<file path="src/rtl/rf_wport_arb_pkg.sv">
// Shared constants and types for the register-file write-port arbiter.
// Latency: n/a (types, constants and a helper only).
// Backpressure: n/a.
// Contents: the rf write bus layout {we[37], waddr[36:32], wdata[31:0]},
// the FSM state encoding, and the STARVE_LIMIT default.
package rf_wport_arb_pkg;

  localparam int WADDR_W   = 5;
  localparam int WDATA_W   = 32;
  localparam int RF_BUS_W  = 1 + WADDR_W + WDATA_W;   // 38
  localparam int LU_ENT_W  = WADDR_W + WDATA_W;       // 37
  localparam int WE_BIT    = 37;
  localparam int WADDR_MSB = 36;
  localparam int WADDR_LSB = 32;
  localparam int WDATA_MSB = 31;
  localparam int WDATA_LSB = 0;

  localparam int unsigned DEF_STARVE_LIMIT = 8;

  // Arbiter states. IDLE: FIFO empty. PEND: FIFO holds entries, WB wins.
  // FORCE: one-cycle slot steal for a starved head.
  localparam logic [1:0] S_IDLE  = 2'd0;
  localparam logic [1:0] S_PEND  = 2'd1;
  localparam logic [1:0] S_FORCE = 2'd2;

  typedef struct packed {
    logic               we;
    logic [WADDR_W-1:0] waddr;
    logic [WDATA_W-1:0] wdata;
  } rf_bus_t;

  typedef struct packed {
    logic [WADDR_W-1:0] waddr;
    logic [WDATA_W-1:0] wdata;
  } lu_ent_t;

  function automatic logic [31:0] reg_onehot(input logic [WADDR_W-1:0] a);
    reg_onehot = 32'd1 << a;
  endfunction

endpackage

</file>
<file path="src/rtl/rf_wport_arb_if.sv">
// Bundle of the WB, long-latency-unit and register-file write signals.
// Latency: n/a (wiring only).
// Backpressure: lu_valid/lu_ready handshake; wb_hold stalls WB.
// Ports: wb_to_arb_bus, wb_hold, lu_valid, lu_ready, lu_waddr, lu_wdata,
// rf_wbus, pend_mask. master = pipeline side, slave = arbiter.
interface rf_wport_arb_if;
  import rf_wport_arb_pkg::*;

  rf_bus_t      wb_to_arb_bus;
  logic         wb_hold;
  logic         lu_valid;
  logic         lu_ready;
  logic [4:0]   lu_waddr;
  logic [31:0]  lu_wdata;
  rf_bus_t      rf_wbus;
  logic [31:0]  pend_mask;

  modport master (
    output wb_to_arb_bus, lu_valid, lu_waddr, lu_wdata,
    input  wb_hold, lu_ready, rf_wbus, pend_mask
  );

  modport slave (
    input  wb_to_arb_bus, lu_valid, lu_waddr, lu_wdata,
    output wb_hold, lu_ready, rf_wbus, pend_mask
  );

endinterface

</file>
<file path="src/rtl/rf_wport_arb_fifo2.sv">
// Two-entry FIFO holding long-latency results {waddr, wdata}.
// Latency: a pushed entry is visible at the head on the next cycle.
// Backpressure: o_full; push while full and pop while empty are ignored.
// Ports: i_push/i_push_dat, i_pop, o_full, o_empty, o_head_dat, and per-entry
// valid/address taps (o_ent_vld, o_ent_addr) for the pending-write mask.
module wport_fifo2
  import rf_wport_arb_pkg::*;
(
  input  logic                  clk,
  input  logic                  resetn,
  input  logic                  i_push,
  input  lu_ent_t               i_push_dat,
  input  logic                  i_pop,
  output logic                  o_full,
  output logic                  o_empty,
  output lu_ent_t               o_head_dat,
  output logic [1:0]            o_ent_vld,
  output logic [1:0][WADDR_W-1:0] o_ent_addr
);

  logic [LU_ENT_W-1:0] r_mem [2];
  logic [1:0]          r_vld;
  logic                r_wptr;
  logic                r_rptr;
  logic                w_push;
  logic                w_pop;

  assign o_full  = &r_vld;
  assign o_empty = ~|r_vld;
  assign w_push  = i_push && !o_full;
  assign w_pop   = i_pop && !o_empty;

  always_ff @(posedge clk or negedge resetn) begin
    if (!resetn) begin
      r_mem[0] <= '0;
      r_mem[1] <= '0;
      r_vld    <= '0;
      r_wptr   <= 1'b0;
      r_rptr   <= 1'b0;
    end else begin
      if (w_push) begin
        r_mem[r_wptr] <= i_push_dat;
        r_wptr        <= ~r_wptr;
      end
      if (w_pop) begin
        r_rptr <= ~r_rptr;
      end
      // Push and pop never target the same slot: that would need the FIFO
      // to be empty (no pop) or full (no push).
      for (int i = 0; i < 2; i++) begin
        if (w_push && (r_wptr == 1'(i))) begin
          r_vld[i] <= 1'b1;
        end else if (w_pop && (r_rptr == 1'(i))) begin
          r_vld[i] <= 1'b0;
        end
      end
    end
  end

  assign o_head_dat    = r_mem[r_rptr];
  assign o_ent_vld     = r_vld;
  assign o_ent_addr[0] = r_mem[0][LU_ENT_W-1:WDATA_W];
  assign o_ent_addr[1] = r_mem[1][LU_ENT_W-1:WDATA_W];

endmodule

</file>
<file path="src/rtl/rf_wport_arb.sv">
// Arbitrates the single RF write port between WB and buffered mul/div results.
// Latency: WB writes same cycle; a buffered result writes at the earliest the
// cycle after its push. Backpressure: lu_ready low when the 2-entry FIFO is full;
// wb_hold stalls WB for one cycle when a starved head steals the slot.
// Ports: clk, resetn (async active-low), bus (rf_wport_arb_if.slave).
// Optional build macro WPORT_STARVE_EN: age counter + FORCE state; without it
// wb_hold is tied low and the FIFO drains only in WB-idle cycles.
module rf_wport_arb
  import rf_wport_arb_pkg::*;
#(
  parameter int unsigned STARVE_LIMIT = DEF_STARVE_LIMIT
) (
  input  logic           clk,
  input  logic           resetn,
  rf_wport_arb_if.slave  bus
);

  if ((STARVE_LIMIT < 1) || (STARVE_LIMIT > 15)) begin : g_bad_starve_limit
    $error("rf_wport_arb: STARVE_LIMIT must be in 1..15");
  end

  logic [1:0]              r_state;
  logic [1:0]              w_state_nxt;
  logic [RF_BUS_W-1:0]     w_wb;
  logic [RF_BUS_W-1:0]     w_rf;
  logic                    w_wb_wr;
  logic                    w_lu_push;
  lu_ent_t                 w_lu_ent;
  logic                    w_pop;
  logic                    w_force;
  logic                    w_drain;
  logic                    w_full;
  logic                    w_empty;
  lu_ent_t                 w_head;
  logic [1:0]              w_ent_vld;
  logic [1:0][WADDR_W-1:0] w_ent_addr;
  logic [31:0]             w_pend_mask;

  assign w_wb = bus.wb_to_arb_bus;

  // r0 writes are dropped at the source. WB is also masked during reset so
  // the write port stays quiet while resetn is low.
  assign w_wb_wr   = resetn && w_wb[WE_BIT] && (w_wb[WADDR_MSB:WADDR_LSB] != '0);
  // An r0 result completes the handshake but is never stored.
  assign w_lu_push = bus.lu_valid && !w_full && (bus.lu_waddr != '0);
  assign w_lu_ent  = '{waddr: bus.lu_waddr, wdata: bus.lu_wdata};

`ifdef WPORT_STARVE_EN
  localparam logic [3:0] LIMIT_Q = 4'(STARVE_LIMIT);

  logic [3:0] r_age;
  logic [3:0] w_age_inc;
  logic       w_age_due;

  assign w_force   = (r_state == S_FORCE);
  assign w_age_inc = r_age + 4'd1;
  // Head has waited LIMIT cycles once this unpopped PEND cycle completes.
  assign w_age_due = (w_age_inc >= LIMIT_Q);

  always_ff @(posedge clk or negedge resetn) begin
    if (!resetn) begin
      r_age <= '0;
    end else if (w_pop) begin
      r_age <= '0;
    end else if (r_state == S_PEND) begin
      r_age <= w_age_inc;
    end
  end
`else
  assign w_force = 1'b0;
`endif

  // In PEND the head takes any slot WB leaves unused; FORCE always takes it.
  assign w_pop = !w_empty && (w_force || ((r_state == S_PEND) && !w_wb_wr));

  // The pop empties the FIFO: exactly one valid entry and nothing arriving.
  assign w_drain = w_pop && !w_lu_push && (w_ent_vld[0] ^ w_ent_vld[1]);

  always_comb begin
    w_state_nxt = r_state;
    case (r_state)
      S_IDLE: begin
        if (w_lu_push) begin
          w_state_nxt = S_PEND;
        end
      end
      S_PEND: begin
        if (w_drain) begin
          w_state_nxt = S_IDLE;
        end
`ifdef WPORT_STARVE_EN
        else if (!w_pop && w_age_due) begin
          w_state_nxt = S_FORCE;
        end
`endif
      end
      S_FORCE: begin
        w_state_nxt = w_drain ? S_IDLE : S_PEND;
      end
      default: begin
        w_state_nxt = S_IDLE;
      end
    endcase
  end

  always_ff @(posedge clk or negedge resetn) begin
    if (!resetn) begin
      r_state <= S_IDLE;
    end else begin
      r_state <= w_state_nxt;
    end
  end

  wport_fifo2 u_fifo (
    .clk        (clk),
    .resetn     (resetn),
    .i_push     (w_lu_push),
    .i_push_dat (w_lu_ent),
    .i_pop      (w_pop),
    .o_full     (w_full),
    .o_empty    (w_empty),
    .o_head_dat (w_head),
    .o_ent_vld  (w_ent_vld),
    .o_ent_addr (w_ent_addr)
  );

  // One source at most: the popped head, else a WB write, else nothing.
  always_comb begin
    w_rf = '0;
    if (w_pop) begin
      w_rf[WE_BIT]              = 1'b1;
      w_rf[WADDR_MSB:WADDR_LSB] = w_head.waddr;
      w_rf[WDATA_MSB:WDATA_LSB] = w_head.wdata;
    end else if (w_wb_wr) begin
      w_rf = w_wb;
    end
  end

  // Built from stored entries only; an incoming push shows up a cycle later.
  always_comb begin
    w_pend_mask = '0;
    for (int i = 0; i < 2; i++) begin
      if (w_ent_vld[i]) begin
        w_pend_mask = w_pend_mask | reg_onehot(w_ent_addr[i]);
      end
    end
  end

  assign bus.rf_wbus   = w_rf;
  assign bus.wb_hold   = w_force;
  assign bus.lu_ready  = !w_full;
  assign bus.pend_mask = w_pend_mask;

endmodule
</file>
<file path="src/flat_wrapper.sv">
// flat-port wrapper written by rule: the top's interface ports become plain ports
module rf_wport_arb_flat import rf_wport_arb_pkg::*;
#(
  parameter int unsigned STARVE_LIMIT = DEF_STARVE_LIMIT
)
  (clk, resetn, bus_wb_to_arb_bus, bus_lu_valid, bus_lu_waddr, bus_lu_wdata, bus_wb_hold, bus_lu_ready, bus_rf_wbus, bus_pend_mask);
  rf_wport_arb_if bus_i ();
  input  logic clk;
  input  logic resetn;
  input wire logic [$bits(bus_i.wb_to_arb_bus)-1:0] bus_wb_to_arb_bus;
  input wire logic [$bits(bus_i.lu_valid)-1:0] bus_lu_valid;
  input wire logic [$bits(bus_i.lu_waddr)-1:0] bus_lu_waddr;
  input wire logic [$bits(bus_i.lu_wdata)-1:0] bus_lu_wdata;
  output wire logic [$bits(bus_i.wb_hold)-1:0] bus_wb_hold;
  output wire logic [$bits(bus_i.lu_ready)-1:0] bus_lu_ready;
  output wire logic [$bits(bus_i.rf_wbus)-1:0] bus_rf_wbus;
  output wire logic [$bits(bus_i.pend_mask)-1:0] bus_pend_mask;
  assign bus_i.wb_to_arb_bus = bus_wb_to_arb_bus;
  assign bus_i.lu_valid = bus_lu_valid;
  assign bus_i.lu_waddr = bus_lu_waddr;
  assign bus_i.lu_wdata = bus_lu_wdata;
  assign bus_wb_hold = bus_i.wb_hold;
  assign bus_lu_ready = bus_i.lu_ready;
  assign bus_rf_wbus = bus_i.rf_wbus;
  assign bus_pend_mask = bus_i.pend_mask;
  rf_wport_arb #(.STARVE_LIMIT(STARVE_LIMIT)) u_core (.clk(clk), .resetn(resetn), .bus(bus_i));
endmodule
</file>
<file path="config.mk">
export PLATFORM = sky130hd
export DESIGN_NAME = rf_wport_arb_flat
export DESIGN_NICKNAME = d
export VERILOG_FILES = /design/src/rtl/rf_wport_arb_pkg.sv /design/src/rtl/rf_wport_arb_if.sv /design/src/rtl/rf_wport_arb_fifo2.sv /design/src/rtl/rf_wport_arb.sv /design/src/flat_wrapper.sv
export SDC_FILE = /design/constraint.sdc
export NUM_CORES = 1
export LEC_CHECK = 0
export ABC_AREA = 1
export BUFFER_PORTS_ARGS = -buffer_cell sky130_fd_sc_hd__buf_2
export CAP_MARGIN = 5
export CELL_PAD_IN_SITES_DETAIL_PLACEMENT = 1
export CELL_PAD_IN_SITES_GLOBAL_PLACEMENT = 2
export CORE_MARGIN = 2
export CORE_UTILIZATION = 26
export CTS_CLUSTER_SIZE = 30
export DETAILED_ROUTE_END_ITERATION = 8
export PLACE_DENSITY = 0.76
export SETUP_SLACK_MARGIN = 0.4
export SYNTH_ARGS = -nofsm -noshare
export SYNTH_HDL_FRONTEND = slang
export SYNTH_SLANG_ARGS = --single-unit
</file>
<file path="constraint.sdc">
create_clock -name clk -period 1.5 [get_ports clk]
set_clock_uncertainty 0.1 [all_clocks]
set_input_delay 0.225 -clock clk [delete_from_list [all_inputs] [get_ports clk]]
set_output_delay 0.225 -clock clk [all_outputs]
set_load 0.02 [all_outputs]
</file>
==> Word-level counts from Yosys, hierarchy flattened <==
Index checks and enable logic that the tools add are counted.
{ "totals": {"reg_bits": 80, "latchBits": 0, "ramBits": 0, "mem_bits_ro": 0, "inputBits": 78, "out_inout_bits": 72, "word_cells": 66, "memories": 0} }
{ "classes": {"add_sub_neg": 0, "mul": 0, "div": 0, "order_cmp": 3, "n_eq_ne": 4, "shifts": 2, "muxes": 18, "bitwise_logic": 6, "n_reduce_logical": 26} }
{ "ops": {"columns": ["op", "n"], "rows": [
  ["37-bit 2-to-1 mux", 4],
  ["38-bit 2-to-1 mux", 2],
  ["74-bit bitwise mux", 1],
  ["32-bit 2-to-1 mux", 2],
  ["1-bit by 5-bit left shift with 32-bit output (first input constant)", 2],
  ["37-bit demux with 1-bit select", 1],
  ["32-bit bitwise OR", 1],
  ["1-bit logical AND", 15],
  ["5-bit nonzero test", 2],
  ["2-bit one-hot mux with 3 select lines", 1],
  ["1-bit 2-to-1 mux", 5],
  ["2-bit >= comparator (second input constant)", 2],
  ["2-bit 2-to-1 mux", 2],
  ["1-bit inverter with 2-bit output", 2],
  ["2-bit AND reduction", 2],
  ["2-bit nonzero test", 2],
  ["1-bit logical NOT", 3],
  ["2-bit by 1-bit == test with 1-bit output (second input constant)", 1],
  ["2-bit == test (second input constant)", 1],
  ["2-bit logical NOT", 1],
  ["2-bit by 1-bit < comparator with 1-bit output (second input constant)", 1],
  ["2-bit by 1-bit inequality test with 1-bit output (second input constant)", 1],
  ["2-bit inequality test (second input constant)", 1],
  ["1-bit inverter", 2],
  ["other kinds (2)", 2]
]} }

==> Longest topological paths before layout <==
{ "logic_depth": {"word_depth": 9, "ltp_mapped": 7, "ltp_nobuf": 6} }

==> By module <==
Synthesis repeated with hierarchy kept, for this count alone.
{ "hier_totals": {"cells_unflattened": 700, "hier_area_um2": 4792.1} }
{ "by_module_without_submodules": {"columns": ["mod", "n_inst", "cells_per_inst", "area_each_um2", "seq_area_each_um2"], "rows": [
  ["wport_fifo2", 1, 430, 3627.2, 1951.9],
  ["rf_wport_arb", 1, 270, 1164.9, 25.0]
]} }

==> Worst setup path before layout <==
OpenSTA, ideal clock, no wires.
{ "synth_timing": {"path_type": "register to output", "from": "register u_core.u_fifo.r_vld[0] (netlist: u_core.u_fifo.o_ent_vld[0])", "to": "output port bus_rf_wbus[10]", "t_arrival_ps": 1571, "t_required_ps": 1175, "slack_ps": -396, "stages_incl_launch_ff": 7, "n_path_buf": 1, "path_cell_list": "dfrtp_1 -> inv_1 -> ha_1 -> nor2_1 -> nand2_2 -> clkbuf_1 -> o21ai_0"} }
{ "synth_via": {"elab_chain_len": 3} }
{ "synth_rtl": {"columns": ["element", "line", "source"], "rows": [
  ["start: declaration", "rf_wport_arb_fifo2.sv:22", "logic [1:0] r_vld;"],
  ["start signal: assignment", "rf_wport_arb_fifo2.sv:37", "r_vld <= '0;"],
  ["start signal: indexed assignment", "rf_wport_arb_fifo2.sv:52", "r_vld[i] <= 1'b1;"],
  ["start signal: indexed assignment", "rf_wport_arb_fifo2.sv:54", "r_vld[i] <= 1'b0;"],
  ["2-bit OR reduction", "rf_wport_arb_fifo2.sv:29", "assign o_empty = ~|r_vld;"],
  ["1-bit logical AND", "rf_wport_arb.sv:74", "assign w_pop = !w_empty && (w_force || ((r_state == S_PEND) && !w_wb_wr));"],
  ["38-bit 2-to-1 mux", "rf_wport_arb.sv:130", "if (w_pop) begin"],
  ["end: declaration", "flat_wrapper.sv:16", "output wire logic [$bits(bus_i.rf_wbus)-1:0] bus_rf_wbus;"]
]} }
No other way between the ends.

==> Final worst setup path <==
{ "layout_timing": {"from": "register u_core.u_fifo.r_vld[0] (netlist: u_core.u_fifo.o_ent_vld[0])", "to": "output port bus_pend_mask[23]"} }
{ "layout_via": {"elab_chain_len": 3} }
{ "layout_rtl": {"columns": ["element", "line", "source"], "rows": [
  ["32-bit 2-to-1 mux *", "rf_wport_arb.sv:143", "if (w_ent_vld[i]) begin"],
  ["32-bit bitwise OR", "rf_wport_arb.sv:144", "w_pend_mask = w_pend_mask | reg_onehot(w_ent_addr[i]);"],
  ["32-bit 2-to-1 mux *", "rf_wport_arb.sv:143", null],
  ["end: declaration", "flat_wrapper.sv:17", "output wire logic [$bits(bus_i.pend_mask)-1:0] bus_pend_mask;"]
]} }
Mark *: on every way between the ends. The rest lies on a longest branch, timed or not.

==> results by group <==
Routing
  • Vias: 5601
  • Iter 0 DRT Violations: between 100 and 150
  • Final WL: 21900 um
  • Number of remaining DRC errors: 0
  • Routed len/inst: 20.1 um
  • Via density per instance: between 5 and 6
  • DRT Pass-1 Iters: 6
  • DRT antenna net count: 0

Placement
  • Dpl hpwl: 13300 um
  • GPL Wtd Cong: slightly above 0.9
  • Port buffer count: 148
  • Post-DP Area: about 0.0066 sq mm
  • Pre-CTS WS: -0.216 ns

STA
  • Period Utilization, post-route: 135%
  • Final Critical Period: 2.02 ns
  • Worst-Margin Slew: about 0.5 ns
  • Final WS setup: -0.519 ns
  • Hold Fails Final Rpt: 35
  • Hold_ws: -0.0837 ns
  • Max Clock Freq: 495 MHz
  • Fin. max-slew vios: 0
  • Relative slew slack: 65.9%
  • RSZ-0062 raised after global routing: yes
  • Final setup viols: between 100 and 150

Setup path
  • Critical path peak fanout: 6
  • Crit end category: output pin
  • Critical Path Start Type: flip-flop
  • CP bufs+invs: 4
  • Critical Path RT: 1.17 ns
  • Cells along the critical path: buf_4, buf_6, nand2_8, clkinvlp_4, nand2_1, o21ai_1, buf_4
  • Crit path top cell by count: buf_4
  • Slowest-stage cell, CP: dfrtp_1
  • Reg2Reg Depth: 11
  • Max incr delay on CP: roughly 0.40 ns
  • Crit path kind: reg -> out
  • Largest delay share family, worst path: buffers and inverters
  • WP data arrival: 1.69 ns
  • CP Depth: 7

Clock network
  • # H-tree levels: 3
  • Clock Latency Late Sink: 0.33 ns
  • Clk buf depth: 2
  • CTS buffer count: 9
  • CTS Root Cell: clkbuf_16
  • TritonCTS clock tree: yes
  • # clock sinks: 79
  • Worst-path clk slew: 0.06 ns

Global route
  • Vias in the first global route: 6117
  • GRT Util Overall: 21.7%
  • Congestion Overflow GR: 0
  • First-pass GRT wire length: 33300 um
  • Pin count of the biggest net entering global routing: between 40 and 50
  • Initial antenna violation count: 1

Logic synthesis
  • Area contributors post-synth: dfrtp_1, nand2_1, nand4_1, mux2i_1, o21ai_0
  • Synth top area share: between 40% and 50%
  • Unique masters post-synth: 28
  • Syn. warnings: 0
  • Synth area leader: dfrtp_1
  • Post-Synthesis Cells: approximately 630
  • Syn_area_per_cell: 7.58 sq um
  • Synth Net Count: around 700
  • Cell area after synthesis: around 0.0048 sq mm
  • FF+latch count, synth: 79
  • Register area share after synthesis: 41.4%

Outcome
  • Violated checks: negative hold slack, negative setup slack
  • Status: finished with violations

Layout
  • Design area: 0.00910 sq mm
  • Commonest non-fill, non-tap cells in the layout: nand2_1, nand2_2, buf_6
  • Share of cells above drive strength 1: 62.4%
  • Fillers: approximately 2000
  • Area grow syn2layout: 90.7%
  • Area of the multi-input gates: 0.00377 sq mm
  • Most common cell after layout, fill and taps aside: nand2_1
  • # nets final: 932
  • End-of-flow core utilization: 50.6%
  • FF/Latch Area: 0.00199 sq mm
  • Antenna cell count: 0

Floorplan
  • Die Span Y: around 140 um
  • Site Rows: 49
  • I/O pins: 150
  • Die X: roughly 140 um
  • Core Region: 0.0180 sq mm
  • Initial Utilization: 26.6%
  • Die ar.: 0.0194 sq mm

Power
  • P_leak: 4.19 nW
  • Worst vdd ir: 0.909 mV
  • Pwr dens: about 2200 mW/mm^2

Worst hold path
  • Hold WC Path Type: in -> async

Job
  • MaxCap Viol Count: 0
[metrics by stage]
step / total power [mW] / hold slack, ns / instances / setup TNS, ns
5_1_grt: 21.4 / -0.0534 / 1086 / -73.03
3_3_place_gp: 12.4 / 0.269 / 1020 / -7.49
3_5_place_dp: 12.7 / 0.282 / 1020 / -17.16
6_report: 20.4 / -0.0837 / 1086 / -63.64
2_1_floorplan: 9.66 / -0.171 / 629 / -2.81
4_1_cts: 18.3 / -0.0757 / 1076 / -56.03
[layout make-up]
type	instances	area share, %
Multi-Input combinational cell	477	41.5
Timing Repair Buffer	262	29.0
Sequential cell	79	21.8
Tap cell	229	3.15
Clock buffer	13	2.75
Inverter	22	1.25
Clock inverter	3	0.468
Timing Repair inverter	1	0.0825
[synthesized netlist by cell type]
master      n
nand2_1   242
dfrtp_1    79
nand4_1    74
o21ai_0    41
mux2i_1    32
buf_2      27
nor2_1     22
inv_1      19
nand3_1    16
o21ai_2    10
buf_6       8
o21ai_1     8
o22ai_1     8
clkbuf_1    7
nor3_1      7
a21oi_1     5
buf_4       5
buf_1       3
nand2_2     3
ha_1        2
inv_2       2
nand3_2     2
nor3_2      2
clkbuf_4    1
clkinv_1    1
conb_1      1
nor2_2      1
nor2_4      1
[cells by family after synthesis]
logic type / synth area share (%)
AOI/OAI and AO/OA: 8.55
adders and majority gates: 0.525
buffers and inverters: 8.19
DFF: 41.4
muxes: 6.72
other: 0.0786
and+or+nand+nor: 34.5
[where the power goes]
part / leakage, nW / switching (mW) / total, mW / internal, mW
combinational: 3.08 / 7.36 / 13.8 / 6.41
sequential: 0.969 / 1.23 / 4.40 / 3.17
clock: 0.140 / 0.864 / 2.20 / 1.33
total: 4.19 / 9.45 / 20.4 / 10.9
[repair_timing]
item / CTS / global route
setup endpoints to repair: 194 / 150
resized for setup: 274 / 186
endpoints found under the hold margin: 35 / 35
pin swaps: 34 / 36
buffers inserted: 26 / 7
gates cloned: 14 / 3
[metal layers]
layer	global-route usage, %	vias up	wire length, um
li1	-	2586	-
met5	0	-	13
met4	7.76	2	530
met2	39.5	186	11900
met1	25.2	2785	8400
met3	4.23	42	982
[worst paths after layout]
path | from | end | slack, ns
min in group clk | bus_lu_wdata[22] | u_core.u_fifo.r_mem[59] | 0.06
max in group asynchronous | resetn | u_core.u_fifo.r_mem[2] | 0.61
worst max-delay path | u_core.u_fifo.o_ent_vld[0] | bus_pend_mask[23] | -0.52
worst min-delay path | resetn | u_core.u_fifo.r_mem[31] | -0.08
worst max register to register | u_core.u_fifo.o_ent_vld[1] | u_core.u_fifo.r_mem[63] | -0.45
worst min register to register | u_core.u_fifo.r_mem[43] | u_core.u_fifo.r_mem[43] | 0.38
[sequential cells by signal (all words and copies together) (netlist names)]
signal	cells
u_core.u_fifo.r_rptr	1
u_core.u_fifo.o_ent_addr	10
u_core.r_state	1
u_core.u_fifo.r_mem	64
u_core.u_fifo.o_ent_vld	2
u_core.u_fifo.r_wptr	1
Note: power is estimated with default switching activity, not from simulation.
